**src/rtl/axi3_read_mem_responder.sv**
```systemverilog
// axi3_read_mem_responder
//   Simulation-side AXI3 read slave. AR requests are queued with a timestamp,
//   held back until LATENCY cycles have elapsed, then replayed beat by beat
//   through a 1-cycle-latency memory read port into a 2-entry R output FIFO.
//
// Ports
//   CLK, reset            clock, asynchronous active-high reset
//   AR* (ARADDR..ARBURST) read address channel (slave side)
//   R*  (RDATA..RREADY)   read data channel (slave side)
//   mem_ren / mem_raddr   memory read strobe and 8-byte-aligned address
//   mem_rdata             data for the previous cycle's mem_ren
module axi3_read_mem_responder #(
   parameter int unsigned QDEPTH  = 4,
   parameter int unsigned LATENCY = 8
) (
   input  logic        CLK,
   input  logic        reset,
   input  logic [31:0] ARADDR,
   input  logic        ARVALID,
   output logic        ARREADY,
   input  logic [11:0] ARID,
   input  logic [3:0]  ARLEN,
   input  logic [1:0]  ARSIZE,
   input  logic [1:0]  ARBURST,
   output logic [63:0] RDATA,
   output logic [11:0] RID,
   output logic [1:0]  RRESP,
   output logic        RLAST,
   output logic        RVALID,
   input  logic        RREADY,
   output logic        mem_ren,
   output logic [31:0] mem_raddr,
   input  logic [63:0] mem_rdata
);

   localparam int unsigned PW = $clog2(QDEPTH);
   localparam int unsigned CW = PW + 1;
   localparam logic [CW-1:0] FULL_CNT = CW'(QDEPTH);
   localparam logic [15:0]   LAT      = 16'(LATENCY);

   typedef enum logic {S_WAIT, S_BEAT} state_t;
   state_t state, state_nxt;

   logic [15:0]   now;

   // AR queue
   logic [31:0]   q_addr  [QDEPTH];
   logic [11:0]   q_id    [QDEPTH];
   logic [3:0]    q_len   [QDEPTH];
   logic [1:0]    q_size  [QDEPTH];
   logic [1:0]    q_burst [QDEPTH];
   logic [15:0]   q_ts    [QDEPTH];
   logic [PW-1:0] q_wr, q_rd;
   logic [CW-1:0] q_cnt;
   logic          push, pop;

   logic [31:0]   h_addr;
   logic [11:0]   h_id;
   logic [3:0]    h_len;
   logic [1:0]    h_size, h_burst;
   logic [15:0]   h_ts;
   logic          head_ok, head_err;

   // Burst walker
   logic [31:0]   cur, cur_nxt, wrap_mask;
   logic [3:0]    beat;
   logic          cur_err;
   logic          issue, last_beat, credit;

   // Response stage (tag for the beat whose data arrives this cycle)
   logic          st_vld, st_err, st_last;
   logic [11:0]   st_id;

   // 2-entry output FIFO
   logic [63:0]   f_data [2];
   logic [11:0]   f_id   [2];
   logic [1:0]    f_resp [2];
   logic          f_last [2];
   logic          f_wr, f_rd;
   logic [1:0]    f_occ;
   logic          r_pop;

   assign ARREADY = !reset && (q_cnt != FULL_CNT);
   assign push    = ARVALID && ARREADY;

   assign h_addr  = q_addr[q_rd];
   assign h_id    = q_id[q_rd];
   assign h_len   = q_len[q_rd];
   assign h_size  = q_size[q_rd];
   assign h_burst = q_burst[q_rd];
   assign h_ts    = q_ts[q_rd];

   assign RVALID  = (f_occ != 2'd0);
   assign RDATA   = f_data[f_rd];
   assign RID     = f_id[f_rd];
   assign RRESP   = f_resp[f_rd];
   assign RLAST   = f_last[f_rd];
   assign r_pop   = RVALID && RREADY;

   always_comb begin
      head_ok   = (q_cnt != '0) && ((now - h_ts) >= LAT);
      head_err  = (h_burst == 2'b11) || (h_size != 2'b11) ||
                  ((h_burst == 2'b10) && !(h_len inside {4'd1, 4'd3, 4'd7, 4'd15}));
      // WRAP boundary minus one: (len+1)*8 - 1
      wrap_mask = {25'd0, h_len, 3'b111};
      case (h_burst)
         2'b00:   cur_nxt = cur;
         2'b10:   cur_nxt = (cur & ~wrap_mask) | ((cur + 32'd8) & wrap_mask);
         default: cur_nxt = cur + 32'd8;
      endcase
   end

   // FSM: state register
   always_ff @(posedge CLK or posedge reset) begin
      if (reset) state <= S_WAIT;
      else       state <= state_nxt;
   end

   // FSM: next state
   always_comb begin
      state_nxt = state;
      case (state)
         S_WAIT:  if (head_ok) state_nxt = S_BEAT;
         S_BEAT:  if (issue && last_beat) state_nxt = S_WAIT;
         default: state_nxt = S_WAIT;
      endcase
   end

   // FSM: outputs. Credit keeps FIFO occupancy plus the beat in the stage
   // register at or below 2 once the newly issued beat lands.
   always_comb begin
      credit    = ({1'b0, f_occ} + {2'b00, st_vld}) < (3'd2 + {2'b00, r_pop});
      issue     = (state == S_BEAT) && credit;
      last_beat = (beat == h_len);
      pop       = issue && last_beat;
      mem_ren   = issue && !cur_err;
      mem_raddr = cur;
   end

   // Queue storage (contents are only meaningful while counted)
   always_ff @(posedge CLK) begin
      if (push) begin
         q_addr[q_wr]  <= ARADDR;
         q_id[q_wr]    <= ARID;
         q_len[q_wr]   <= ARLEN;
         q_size[q_wr]  <= ARSIZE;
         q_burst[q_wr] <= ARBURST;
         q_ts[q_wr]    <= now;
      end
   end

   always_ff @(posedge CLK or posedge reset) begin
      if (reset) begin
         now     <= '0;
         q_wr    <= '0;
         q_rd    <= '0;
         q_cnt   <= '0;
         cur     <= '0;
         beat    <= '0;
         cur_err <= 1'b0;
         st_vld  <= 1'b0;
         st_err  <= 1'b0;
         st_last <= 1'b0;
         st_id   <= '0;
         f_wr    <= 1'b0;
         f_rd    <= 1'b0;
         f_occ   <= '0;
         for (int unsigned i = 0; i < 2; i++) begin
            f_data[i] <= '0;
            f_id[i]   <= '0;
            f_resp[i] <= '0;
            f_last[i] <= 1'b0;
         end
      end else begin
         now <= now + 16'd1;

         if (push) q_wr <= q_wr + PW'(1);
         if (pop)  q_rd <= q_rd + PW'(1);
         case ({push, pop})
            2'b10:   q_cnt <= q_cnt + CW'(1);
            2'b01:   q_cnt <= q_cnt - CW'(1);
            default: ;
         endcase

         if ((state == S_WAIT) && head_ok) begin
            cur     <= h_addr & ~32'h7;
            beat    <= '0;
            cur_err <= head_err;
         end else if (issue && !last_beat) begin
            cur  <= cur_nxt;
            beat <= beat + 4'd1;
         end

         st_vld  <= issue;
         st_err  <= cur_err;
         st_last <= last_beat;
         st_id   <= h_id;

         // Memory data is valid in the cycle after issue, aligned with the stage tag
         if (st_vld) begin
            f_data[f_wr] <= st_err ? '0 : mem_rdata;
            f_id[f_wr]   <= st_id;
            f_resp[f_wr] <= st_err ? 2'b10 : 2'b00;
            f_last[f_wr] <= st_last;
            f_wr         <= ~f_wr;
         end
         if (r_pop) f_rd <= ~f_rd;
         case ({st_vld, r_pop})
            2'b10:   f_occ <= f_occ + 2'd1;
            2'b01:   f_occ <= f_occ - 2'd1;
            default: ;
         endcase
      end
   end

endmodule

```
**config.mk**
```make
export PLATFORM = sky130hd
export DESIGN_NAME = axi3_read_mem_responder
export DESIGN_NICKNAME = d
export VERILOG_FILES = /design/src/rtl/axi3_read_mem_responder.sv
export SDC_FILE = /design/constraint.sdc
export NUM_CORES = 1
export LEC_CHECK = 0
export ABC_AREA = 1
export BUFFER_PORTS_ARGS = -buffer_cell sky130_fd_sc_hd__buf_2
export CAP_MARGIN = 10
export CELL_PAD_IN_SITES_DETAIL_PLACEMENT = 1
export CELL_PAD_IN_SITES_GLOBAL_PLACEMENT = 2
export CORE_UTILIZATION = 38
export CTS_BUF_LIST = sky130_fd_sc_hd__clkbuf_8
export CTS_CLUSTER_SIZE = 14
export DETAILED_ROUTE_END_ITERATION = 12
export PLACE_DENSITY = 0.92
export RECOVER_POWER = 50
export SLEW_MARGIN = 20
export SYNTH_ARGS = -nofsm -noshare
export SYNTH_HDL_FRONTEND = slang
export SYNTH_SLANG_ARGS = --single-unit
```
**constraint.sdc**
```tcl
create_clock -name CLK -period 7.4 [get_ports CLK]
set_input_delay 0.37 -clock CLK [delete_from_list [all_inputs] [get_ports CLK]]
set_output_delay 0.37 -clock CLK [all_outputs]
set_load 0.1 [all_outputs]
```
==> flow_summary.ini, run 1 <==
[finish]
area_growth_pct = 20.5
fin_area_mm2 = 0.0267
fill_cells = 6665
instances_no_fill = 3544
fin_nets = 2856
drive_gt1_share_pct = 11.9

[run_status]
violations = max-capacitance violations, max-slew violations
status = finished, violations left

[hold_path]
hold_class = in2reg

[drt]
ant_nets = 0
wl_mm = 62.7
firstDrtPassIters = 7
routedWlPerCell_um = 17.7
vias_per_cell = 4.96
route.vias.total = 17600
drt_iter0_drc = 769
drc = 0

[power]
p_leak_nw = 12.1
p_total_mw = 12.8
ir_drop_v = 0.000254
p_per_area_mw_per_mm2 = 481

[synth]
ys_seq_area_share_pct = 61.6
synthTopCellsByArea = edfxtp_1 35%, dfrtp_1 26%, nand2_1 12%
yosysTopAreaCellShare_pct = 35.3
syn_avg_cell_area_um2 = 9.32
synth-compound-area-share_pct = 8.78
ys.flop_type = edfxtp_1
synthArstFlopShare_pct = 47.3
yosys.cell_types.count = 39
synth-xor-area-share_pct = 1.54
syn_area_mm2 = 0.0221
synthCells = 2374
synth_top_area_cell = edfxtp_1
ys_ff_latch = 493
synthSimpleGateAreaFrac_pct = 19.7
synth_top_family_by_area = simple AND/OR/NAND/NOR gates
synthAdderAreaFrac_pct = 1.65
synth_edf_count = 260
ys_warn_count = 0
synth.area.mux_share_pct = 0

[timing]
relSlewSlack_pct = -136
finClkSkew_ns = 0.0444
max_freq_ghz = 0.184
worst_slew_pin_slew_ns = 3.53
rsz0062_at_grt = no
setup_viol = 0
hold_viol = 0
fin_tns_setup_ns = 0
hold_ws_ns = 0.353
final_max_slew_viol_count = 169
final.period_utilization_pct = 73.6
post-route-min-period_ns = 5.45

[global_routing]
grt_pass1_vias = 19000
grt_usage_pct = 21.4
grt_max_degree = 124
grt_pass1_wl_mm = 101
antenna_found_initial = 3
gr-total-overflow = 0

[die]
die_w_um = 243
num_rows = 88
die_area_mm2 = 0.0592
core_mm2 = 0.0576
start_util_pct = 38.4
pin_count = 234
die_y_um = 243

[clocking]
numCtsBuffers = 85
insertion_delay_ns = 0.69
cts_tree = yes
cts_num_sinks = 493
htreeDepth = 3
cts.path.max_buffers = 3
clock-root-buffer = clkbuf_8
path_clk_slew_ns = 0.06
cts_setup_buffers = 0

[worst_setup_path]
crit_path_end_kind = flop
cpMostUsedCell = nand2_1
slowest_delay_ns = 0.70
setup.worst_path.start_class = flop
crit_required_ns = 7.97
crit_family = simple AND/OR/NAND/NOR gates
cp_num_buf_inv = 3
worst-setup-path-type = reg2reg
worst-endpoint-arrival_ns = 6.02
cp_cell_sequence = clkinv_2, buf_4, nand2_1, a32o_1, fa_1, nand3_1, nand3_1, nand2_1, nand3_1, nand2_1, nand2_1, inv_1, nand2_1, nor2_1, nand3_2, nand2_4, nand2_2, nor2_1, nor2_1
cp_max_fo = 69
slowest_stage = buf_4

[place]
dpl_cell_area_mm2 = 0.0239
dp_cells = 3270
io_buffer_count = 226
gp_congestion = 0.839
dpl.hpwl_mm = 38.6

[run]
timing.max_cap.violations = 3
[metal layers]
layer / global-route usage, % / routed length, um / vias up
li1: - / - / 8403
met1: 26.6 / 26900 / 8682
met2: 37.2 / 31200 / 360
met3: 4.47 / 3120 / 121
met4: 6.70 / 1490 / 4
met5: 0 / 21 / -
[flip-flops by register name, summed over array words and instances (netlist names), 3 cells and up]
register   flops
q_len         16
now           16
mem_raddr     29
q_addr       116
q_burst        8
st_id         12
q_ts          64
q_cnt          3
q_id          48
f_data       128
beat           4
f_id          24
q_size         8
[final timing paths]
path                       slack (ns)  cells after the start                        end                 from
hold / removal                   0.35                      4        q_wr[1]$_DFFE_PP0P_              ARVALID
hold reg to reg                  0.43                      0           st_err$_DFF_PP0_  cur_err$_DFFE_PP0N_
min in group asynchronous        0.53                      3       q_cnt[2]$_DFFE_PP0P_                reset
max in group asynchronous        3.57                      4      f_last[0]$_DFFE_PP0P_                reset
setup / recovery                 1.95                     19  mem_raddr[10]$_DFFE_PP0P_  q_rd[0]$_DFFE_PP0P_
setup reg to reg                 1.95                     19  mem_raddr[10]$_DFFE_PP0P_  q_rd[0]$_DFFE_PP0P_
[cell type report]
cell class                 instances  area, um2  share of cell area, %
sequential                       493      13600                   51.1
multi-input combinational       1510       7060                   26.5
inverter                         259        982                   3.68
timing repair buffer             359       2350                   8.82
antenna                            1       2.50                0.00938
clock inverter                    55        273                   1.02
clock buffer                     102       1400                   5.26
tap                              765        957                   3.59
[cell usage in the layout (no fill, tap or decap), types with 2 or more instances in the layout]
| cell type | instances |
|---|---|
| nor3_1 | 17 |
| xor2_1 | 29 |
| nand4_1 | 20 |
| nand2_2 | 5 |
| a21oi_1 | 41 |
| dlygate4sd3_1 | 115 |
| o21ai_1 | 10 |
| nor2_4 | 5 |
| edfxtp_1 | 260 |
| nand3b_1 | 15 |
| clkinv_2 | 5 |
| clkbuf_8 | 102 |
| nor4_1 | 4 |
| fa_1 | 2 |
| xnor2_1 | 10 |
| inv_2 | 8 |
| a32o_1 | 16 |
| clkinv_1 | 13 |
| nand3_1 | 83 |
| ha_1 | 26 |
| inv_1 | 281 |
| nor2_2 | 5 |
| inv_8 | 3 |
| o22ai_1 | 40 |
| clkbuf_1 | 57 |
| or2_2 | 2 |
| and2_1 | 3 |
| buf_2 | 171 |
| o21ai_0 | 246 |
| conb_1 | 4 |
| dfrtp_1 | 231 |
| buf_4 | 15 |
| nor2_1 | 226 |
| nand2_1 | 688 |
| a31oi_1 | 5 |
[metrics by stage]
| stage | util [%] | worst slack, ns |
|---|---|---|
| finish | 46.3 | 1.95 |
| global placement | 41.5 | 2.02 |
| global route | 46.3 | 1.48 |
| floorplan | - | 0.640 |
| detailed placement | 41.5 | 1.90 |
| CTS | 46.5 | 1.85 |
[report_power, final]
group	internal (mW)	total, mW	leakage (nW)	switching [mW]
clock network	1.29	2.43	0.979	1.14
logic	1.31	6.43	5.75	5.12
registers	3.56	3.98	5.34	0.419
total	6.16	12.8	12.1	6.68
[cell families (layout without fill, tap and decap cells)]
family                     after synthesis  count (layout)
AOI/OAI and AO/OA                      360             360
xor gates and xnor gates                39              39
adders and majority gates               28              28
buffers and inverters                  374             775
DFF                                    493             493
other                                    1               5
and+or+nand+nor                       1079            1079
[cells in the mapped netlist, drive strengths merged (26+ instances only)]
cell type / instances
nand2: 694
edfxtp: 260
inv: 259
o21ai: 256
nor2: 236
dfrtp: 233
nand3: 84
clkbuf: 80
a21oi: 41
o22ai: 40
buf: 35
xor2: 29
ha: 26
[worst min-delay path: cells and delay by family]
| family | cells | cell delay [ns] |
|---|---|---|
| and+or+nand+nor | 2 | 0.49 |
| AOI/OAI and AO/OA | 1 | 0.05 |
| buffers and inverters | 1 | 0.07 |
[what timing repair did]
| item | 4_1_cts | 5_1_grt |
|---|---|---|
| resized for setup | 0 | 0 |
| hold buffers | 115 | 0 |
| hold endpoints to repair | 431 | 0 |
Power figures use the tool's default switching activity.
==> run 2, diff against run 1 <==
--- a/config.mk
+++ b/config.mk
@@ -10,11 +10,11 @@
 export CAP_MARGIN = 10
 export CELL_PAD_IN_SITES_DETAIL_PLACEMENT = 1
 export CELL_PAD_IN_SITES_GLOBAL_PLACEMENT = 2
-export CORE_UTILIZATION = 38
+export CORE_UTILIZATION = 35
 export CTS_BUF_LIST = sky130_fd_sc_hd__clkbuf_8
 export CTS_CLUSTER_SIZE = 14
 export DETAILED_ROUTE_END_ITERATION = 12
-export PLACE_DENSITY = 0.92
+export PLACE_DENSITY = 0.89
 export RECOVER_POWER = 50
 export SLEW_MARGIN = 20
 export SYNTH_ARGS = -nofsm -noshare
==> constraint.sdc (replaced) <==
create_clock -name CLK -period 4.93 [get_ports CLK]
set_input_delay 0.2465 -clock CLK [delete_from_list [all_inputs] [get_ports CLK]]
set_output_delay 0.2465 -clock CLK [all_outputs]
set_load 0.1 [all_outputs]
==> run 2 against run 1 <==
  * The run still ends with max-capacitance violations, max-slew violations left
  * First-iteration DRC count increased by 31%
  * Routed wire length rose by 1.2%
  * Global-route usage is 1.5 points lower
  * Sequential power is 51% higher
  * Register-to-register slack got worse by 1.2 ns
  * Critical path type unchanged
  * Largest power group unchanged
==> flow_summary.ini, run 2 (same netlist as run 1, synthesis figures left out) <==
[timing]
final_max_slew_viol_count = 291
hold_ws_ns = 0.312
post-route-min-period_ns = 4.20
finClkSkew_ns = 0.0423
final.period_utilization_pct = 85.3
relSlewSlack_pct = -85.0
hold_viol = 0
rsz0062_at_grt = no
setup_viol = 0
max_freq_ghz = 0.238
worst_slew_pin_slew_ns = 2.78

[drt]
drt_iter0_drc = 1009
ant_nets = 0
firstDrtPassIters = 7
vias_per_cell = 4.85
routedWlPerCell_um = 17.5
wl_mm = 63.5
drc = 0
route.vias.total = 17600

[global_routing]
gr-total-overflow = 0
grt_max_degree = 132
grt_pass1_vias = 19200
grt_pass1_wl_mm = 101
antenna_found_initial = 7
grt_usage_pct = 19.9

[power]
ir_drop_v = 0.000328
p_per_area_mw_per_mm2 = 725
p_leak_nw = 12.1

[clocking]
htreeDepth = 3
cts_num_sinks = 493
ctsResizeCount = 0
numCtsBuffers = 87
cts.path.max_buffers = 3
cts_setup_buffers = 0
path_clk_slew_ns = 0.05
cts_tree = yes
insertion_delay_ns = 0.70
clock-root-buffer = clkbuf_8

[worst_setup_path]
setup.worst_path.start_class = flop
crit_path_end_kind = flop
crit_required_ns = 5.49
worst-setup-path-type = reg2reg
cp_max_fo = 42
worst-endpoint-arrival_ns = 4.76

[place]
gp_congestion = 0.848
io_buffer_count = 226
dpl.hpwl_mm = 40.2

[finish]
top_regs = f_data: 128 flops, q_addr: 116 flops, q_ts: 64 flops
fill_cells = 7170
largest_register_ffs = 128
area_growth_pct = 22.0
layout_common_cells = 688 x nand2_1, 275 x inv_1, 260 x edfxtp_1
drive_gt1_share_pct = 12.3
layout_commonest_cell = nand2_1
regMostFlops = f_data
fin_nets = 2867
final_util_pct = 43.5

[die]
start_util_pct = 35.7
core_mm2 = 0.0621
die_w_um = 253
num_rows = 91
die_area_mm2 = 0.0643
pin_count = 234
die_y_um = 253

[run_status]
status = finished, violations left
violations = max-capacitance violations, max-slew violations

[run]
timing.max_cap.violations = 4

[hold_path]
hold_class = in2reg
-- run 2: cell count changes in the layout (fill, tap and decap cells not counted), sizes merged --
cell	before	now
buf	187	186
bufinv	1	6
clkbuf	159	169
clkinv	19	26
clkinvlp	1	2
diode	1	6
inv	293	284
-- run 2: through the flow --
stage | TNS [ns] | instances | instance area, um2 | setup slack, ns | total power, mW
floorplan | -290.35 | 2377 | 22200 | -1.12 | 13.4
global placement | 0 | 3352 | 24100 | 0.947 | 15.4
detailed placement | 0 | 3352 | 24100 | 0.930 | 15.7
CTS | 0 | 3628 | 27100 | 0.900 | 19.8
global route | 0 | 3634 | 27000 | 0.280 | 20.8
finish | 0 | 3634 | 27000 | 0.725 | 19.6
-- run 2: final timing paths --
path | from | endpoint | slack (ns) | depth (start not counted)
max in group asynchronous | reset | f_rd$_DFFE_PP0P_ | 1.52 | 4
min in group asynchronous | reset | mem_raddr[10]$_DFFE_PP0P_ | 0.57 | 3
worst min register to register | cur_err$_DFFE_PP0N_ | st_err$_DFF_PP0_ | 0.44 | 0
worst max register to register | q_rd[0]$_DFFE_PP0P_ | mem_raddr[12]$_DFFE_PP0P_ | 0.73 | 15
worst max-delay path | q_rd[0]$_DFFE_PP0P_ | mem_raddr[12]$_DFFE_PP0P_ | 0.73 | 15
worst min-delay path | ARVALID | q_wr[0]$_DFFE_PP0P_ | 0.31 | 3
-- run 2: area by class of cell --
cell class              instances  area (um2)  area share (%)
diodes                          6        15.0          0.0556
clock buffers                 102        1400            5.20
clock inverters                59         448            1.66
inverters                     259         975            3.61
multi-input cells            1510        7070            26.2
flip-flops and latches        493       13600            50.5
well taps                     837        1050            3.88
repair buffers                368        2410            8.91
-- run 2: where the power goes --
part / switching, mW / total [mW] / internal, mW / leakage, nW
registers: 0.660 / 6.00 / 5.34 / 5.34
logic: 7.67 / 9.64 / 1.97 / 5.76
clock network: 1.74 / 3.95 / 2.21 / 1.05
-- run 2: repair_timing --
item / in CTS / in global routing
hold buffers: 115 / 0
hold endpoints to repair: 357 / 0
setup endpoints to repair: 0 / 0
-- run 2: routing by layer --
layer  GRT usage, %  wire [um]  vias to the layer above
met1           23.9      26900                     8720
met2           35.0      31800                      352
met3           4.83       3480                      108
met5              0         13                        -
li1               -          -                     8438
met4           6.08       1340                        2
-- run 2: critical path, cell delays in order (launching register included) --
cell and delay, ns:
dfrtp_4 0.61, clkinvlp_2 0.38, buf_4 0.31, nand2_1 0.10, a32o_1 0.27, fa_1 0.46
nand3_1 0.10, nand3_1 0.15, xnor2_1 0.19, nand3_1 0.10, nor3_1 0.28, nand3_2 0.19
nand2_4 0.42, nand2_2 0.28, nor2_1 0.15, nor2_1 0.06
==> run 3, diff against run 2 <==
--- a/config.mk
+++ b/config.mk
@@ -10,11 +10,11 @@
 export CAP_MARGIN = 10
 export CELL_PAD_IN_SITES_DETAIL_PLACEMENT = 1
 export CELL_PAD_IN_SITES_GLOBAL_PLACEMENT = 2
-export CORE_UTILIZATION = 35
+export CORE_UTILIZATION = 38
 export CTS_BUF_LIST = sky130_fd_sc_hd__clkbuf_8
 export CTS_CLUSTER_SIZE = 14
 export DETAILED_ROUTE_END_ITERATION = 12
-export PLACE_DENSITY = 0.89
+export PLACE_DENSITY = 0.92
 export RECOVER_POWER = 50
 export SLEW_MARGIN = 20
 export SYNTH_ARGS = -nofsm -noshare
==> constraint.sdc (replaced) <==
create_clock -name CLK -period 4.41 [get_ports CLK]
set_input_delay 0.2205 -clock CLK [delete_from_list [all_inputs] [get_ports CLK]]
set_output_delay 0.2205 -clock CLK [all_outputs]
set_load 0.1 [all_outputs]
==> run 3 against run 2 <==
  * The flow still finishes with violations (max-capacitance violations, max-slew violations)
  * Clock power rose by 8.6%
  * Final cell count is 2.0% lower
  * Clock skew grew 0.015 ns
  * Sequential power grew 13%
  * Maximum frequency increased by 9.7%
  * Die area down 7.8%
  * Via count about the same
  * Hold slack lost 0.092 ns
  * Sequential share of layout area up 0.19 points
  * Sequential cell count stayed put
  * Critical endpoint unchanged
==> flow_summary.ini, run 3 (same netlist as run 1, synthesis figures left out) <==
[run_status]
status = finished, violations left
violations = max-capacitance violations, max-slew violations

[place]
dpl.hpwl_mm = 39.4
gp_congestion = 0.843
io_buffer_count = 226
dp_slack_ns = 0.528
dpl_cell_area_mm2 = 0.0241

[finish]
multi_input_area_mm2 = 0.00707
layout_common_cells = 687 x nand2_1, 283 x inv_1, 260 x edfxtp_1
fill_cells = 6612
layout_commonest_cell = nand2_1
fin_area_mm2 = 0.0269
regMostFlops = f_data
largest_register_ffs = 128
drive_gt1_share_pct = 12.7
area_growth_pct = 21.6
top_regs = f_data: 128 flops, q_addr: 116 flops, q_ts: 64 flops
seq_area_mm2 = 0.0136
fin_nets = 2869

[die]
start_util_pct = 38.4
die_area_mm2 = 0.0592
die_y_um = 243
pin_count = 234
num_rows = 88
die_w_um = 243
core_mm2 = 0.0576

[drt]
route.vias.total = 17600
drt_iter0_drc = 971
ant_nets = 0
firstDrtPassIters = 4
vias_per_cell = 4.95
routedWlPerCell_um = 17.7
drc = 0
wl_mm = 63.1

[power]
p_sw_mw = 11.3
combPwrFrac_pct = 49.3
p_leak_nw = 12.2
ir_drop_v = 0.000536
swShare_pct = 51.6
pwr-share-clk_pct = 19.6
p_per_area_mw_per_mm2 = 811
p_int_mw = 10.6
seq_power_share_pct = 31.1

[worst_setup_path]
cp_max_fo = 41
reg2regPathDepth = 17
worstReg2RegStart = q_rd[0]$_DFFE_PP0P_
crit_required_ns = 4.97
worst-setup-path-type = reg2reg
r2r-end = mem_raddr[12]$_DFFE_PP0P_
setup.worst_path.start_class = flop
r2r_setup_slack_ns = 0.58
worst-endpoint-arrival_ns = 4.39
crit_path_end_kind = flop

[global_routing]
grt_usage_pct = 21.4
gr-total-overflow = 0
grt_pass1_wl_mm = 101
antenna_found_initial = 2
grt_pass1_vias = 18900
grt_max_degree = 115

[hold_path]
hold_end = q_wr[1]$_DFFE_PP0P_
holdCritStartpoint = ARVALID
min_path_cells = 4
hold_class = in2reg

[timing]
worst_slew_pin_slew_ns = 2.13
final_max_slew_viol_count = 119
final.period_utilization_pct = 86.9
finClkSkew_ns = 0.0578
hold_viol = 0
hold_ws_ns = 0.220
relSlewSlack_pct = -41.7
setup_viol = 0
post-route-min-period_ns = 3.83
max_freq_ghz = 0.261
rsz0062_at_grt = no
fin_ws_ns = 0.578

[clocking]
cts_tree = yes
path_clk_slew_ns = 0.06
cts_num_sinks = 493
htreeDepth = 3
numCtsBuffers = 86
clock-root-buffer = clkbuf_8
cts.path.max_buffers = 3
insertion_delay_ns = 0.69
cts_setup_buffers = 0
ctsResizeCount = 0

[run]
timing.max_cap.violations = 2
==> run 3: cell types whose count changed in the layout (fill, tap and decap cells not counted), sizes merged <==
cell and change:
inv +11, buf +14, clkbuf -19, diode -4, clkinv -4
==> run 3: power groups by stage <==
stage	Sequential (mW)	Clock (mW)	Combinational, mW
after global placement	6.80	0	10.4
after floorplan	7.37	0	7.65
after CTS	6.79	4.39	10.9
final	6.78	4.29	10.8
after detailed placement	6.87	0	10.7
after global routing	6.92	4.60	11.7
==> run 3: metrics by stage <==
step                      utilization, %  setup TNS [ns]  power (mW)  cells
after CTS                           46.9               0        22.0   3558
final                               46.7               0        21.8   3560
after global placement              41.8               0        17.2   3282
after global routing                46.7               0        23.2   3559
after detailed placement            41.8               0        17.6   3283
after floorplan                        -         -425.55        15.0   2377
==> run 3: critical path, cell delays in order (launching register included) <==
cell	delay, ns
dfrtp_4	0.74
buf_4	0.34
nand2_1	0.10
a32o_1	0.27
ha_1	0.38
nand2_1	0.13
nor2_1	0.17
nand3_1	0.13
nand2_1	0.14
nand2_1	0.07
nand2_1	0.06
nand2_1	0.05
nor3_1	0.26
nand3_2	0.19
nand2_4	0.26
nand2_2	0.22
nor2_1	0.15
nor2_1	0.05
==> run 3: worst max path at each step <==
stage,startpoint,end,cells after the start,slack [ns]
after floorplan,q_cnt[0]$_DFFE_PP0P_,q_addr[0][10]$_DFFE_PP_,4,-1.64
after global placement,q_rd[1]$_DFFE_PP0P_,mem_raddr[31]$_DFFE_PP0P_,17,0.68
after detailed placement,q_rd[0]$_DFFE_PP0P_,q_cnt[2]$_DFFE_PP0P_,14,0.53
after CTS,q_rd[0]$_DFFE_PP0P_,q_cnt[2]$_DFFE_PP0P_,14,0.52
after global routing,q_rd[0]$_DFFE_PP0P_,q_cnt[2]$_DFFE_PP0P_,14,0.20
final,q_rd[0]$_DFFE_PP0P_,mem_raddr[12]$_DFFE_PP0P_,17,0.58
==> run 3: repair_timing <==
action / in CTS / in global routing
hold buffers: 115 / 0
endpoints found under the setup margin: 0 / 0
hold endpoints to repair: 351 / 0
==> run 3: metal layers <==
metal / wire [um] / global-route usage [%] / share of wire [%]
met1: 27100 / 26.5 / 43
met2: 31400 / 37.1 / 50
met3: 3080 / 4.14 / 4.9
met4: 1500 / 7.62 / 2.4
met5: 0 / 0 / 0
==> run 3: final cells by class <==
class                      instances  area share (%)
antenna                            2          0.0186
clock buffer                      94            4.81
clock inverter                    66            1.70
inverter                         259            3.62
multi-input combinational       1510            26.3
sequential                       493            50.7
tap                              765            3.56
timing repair buffer             371            9.33
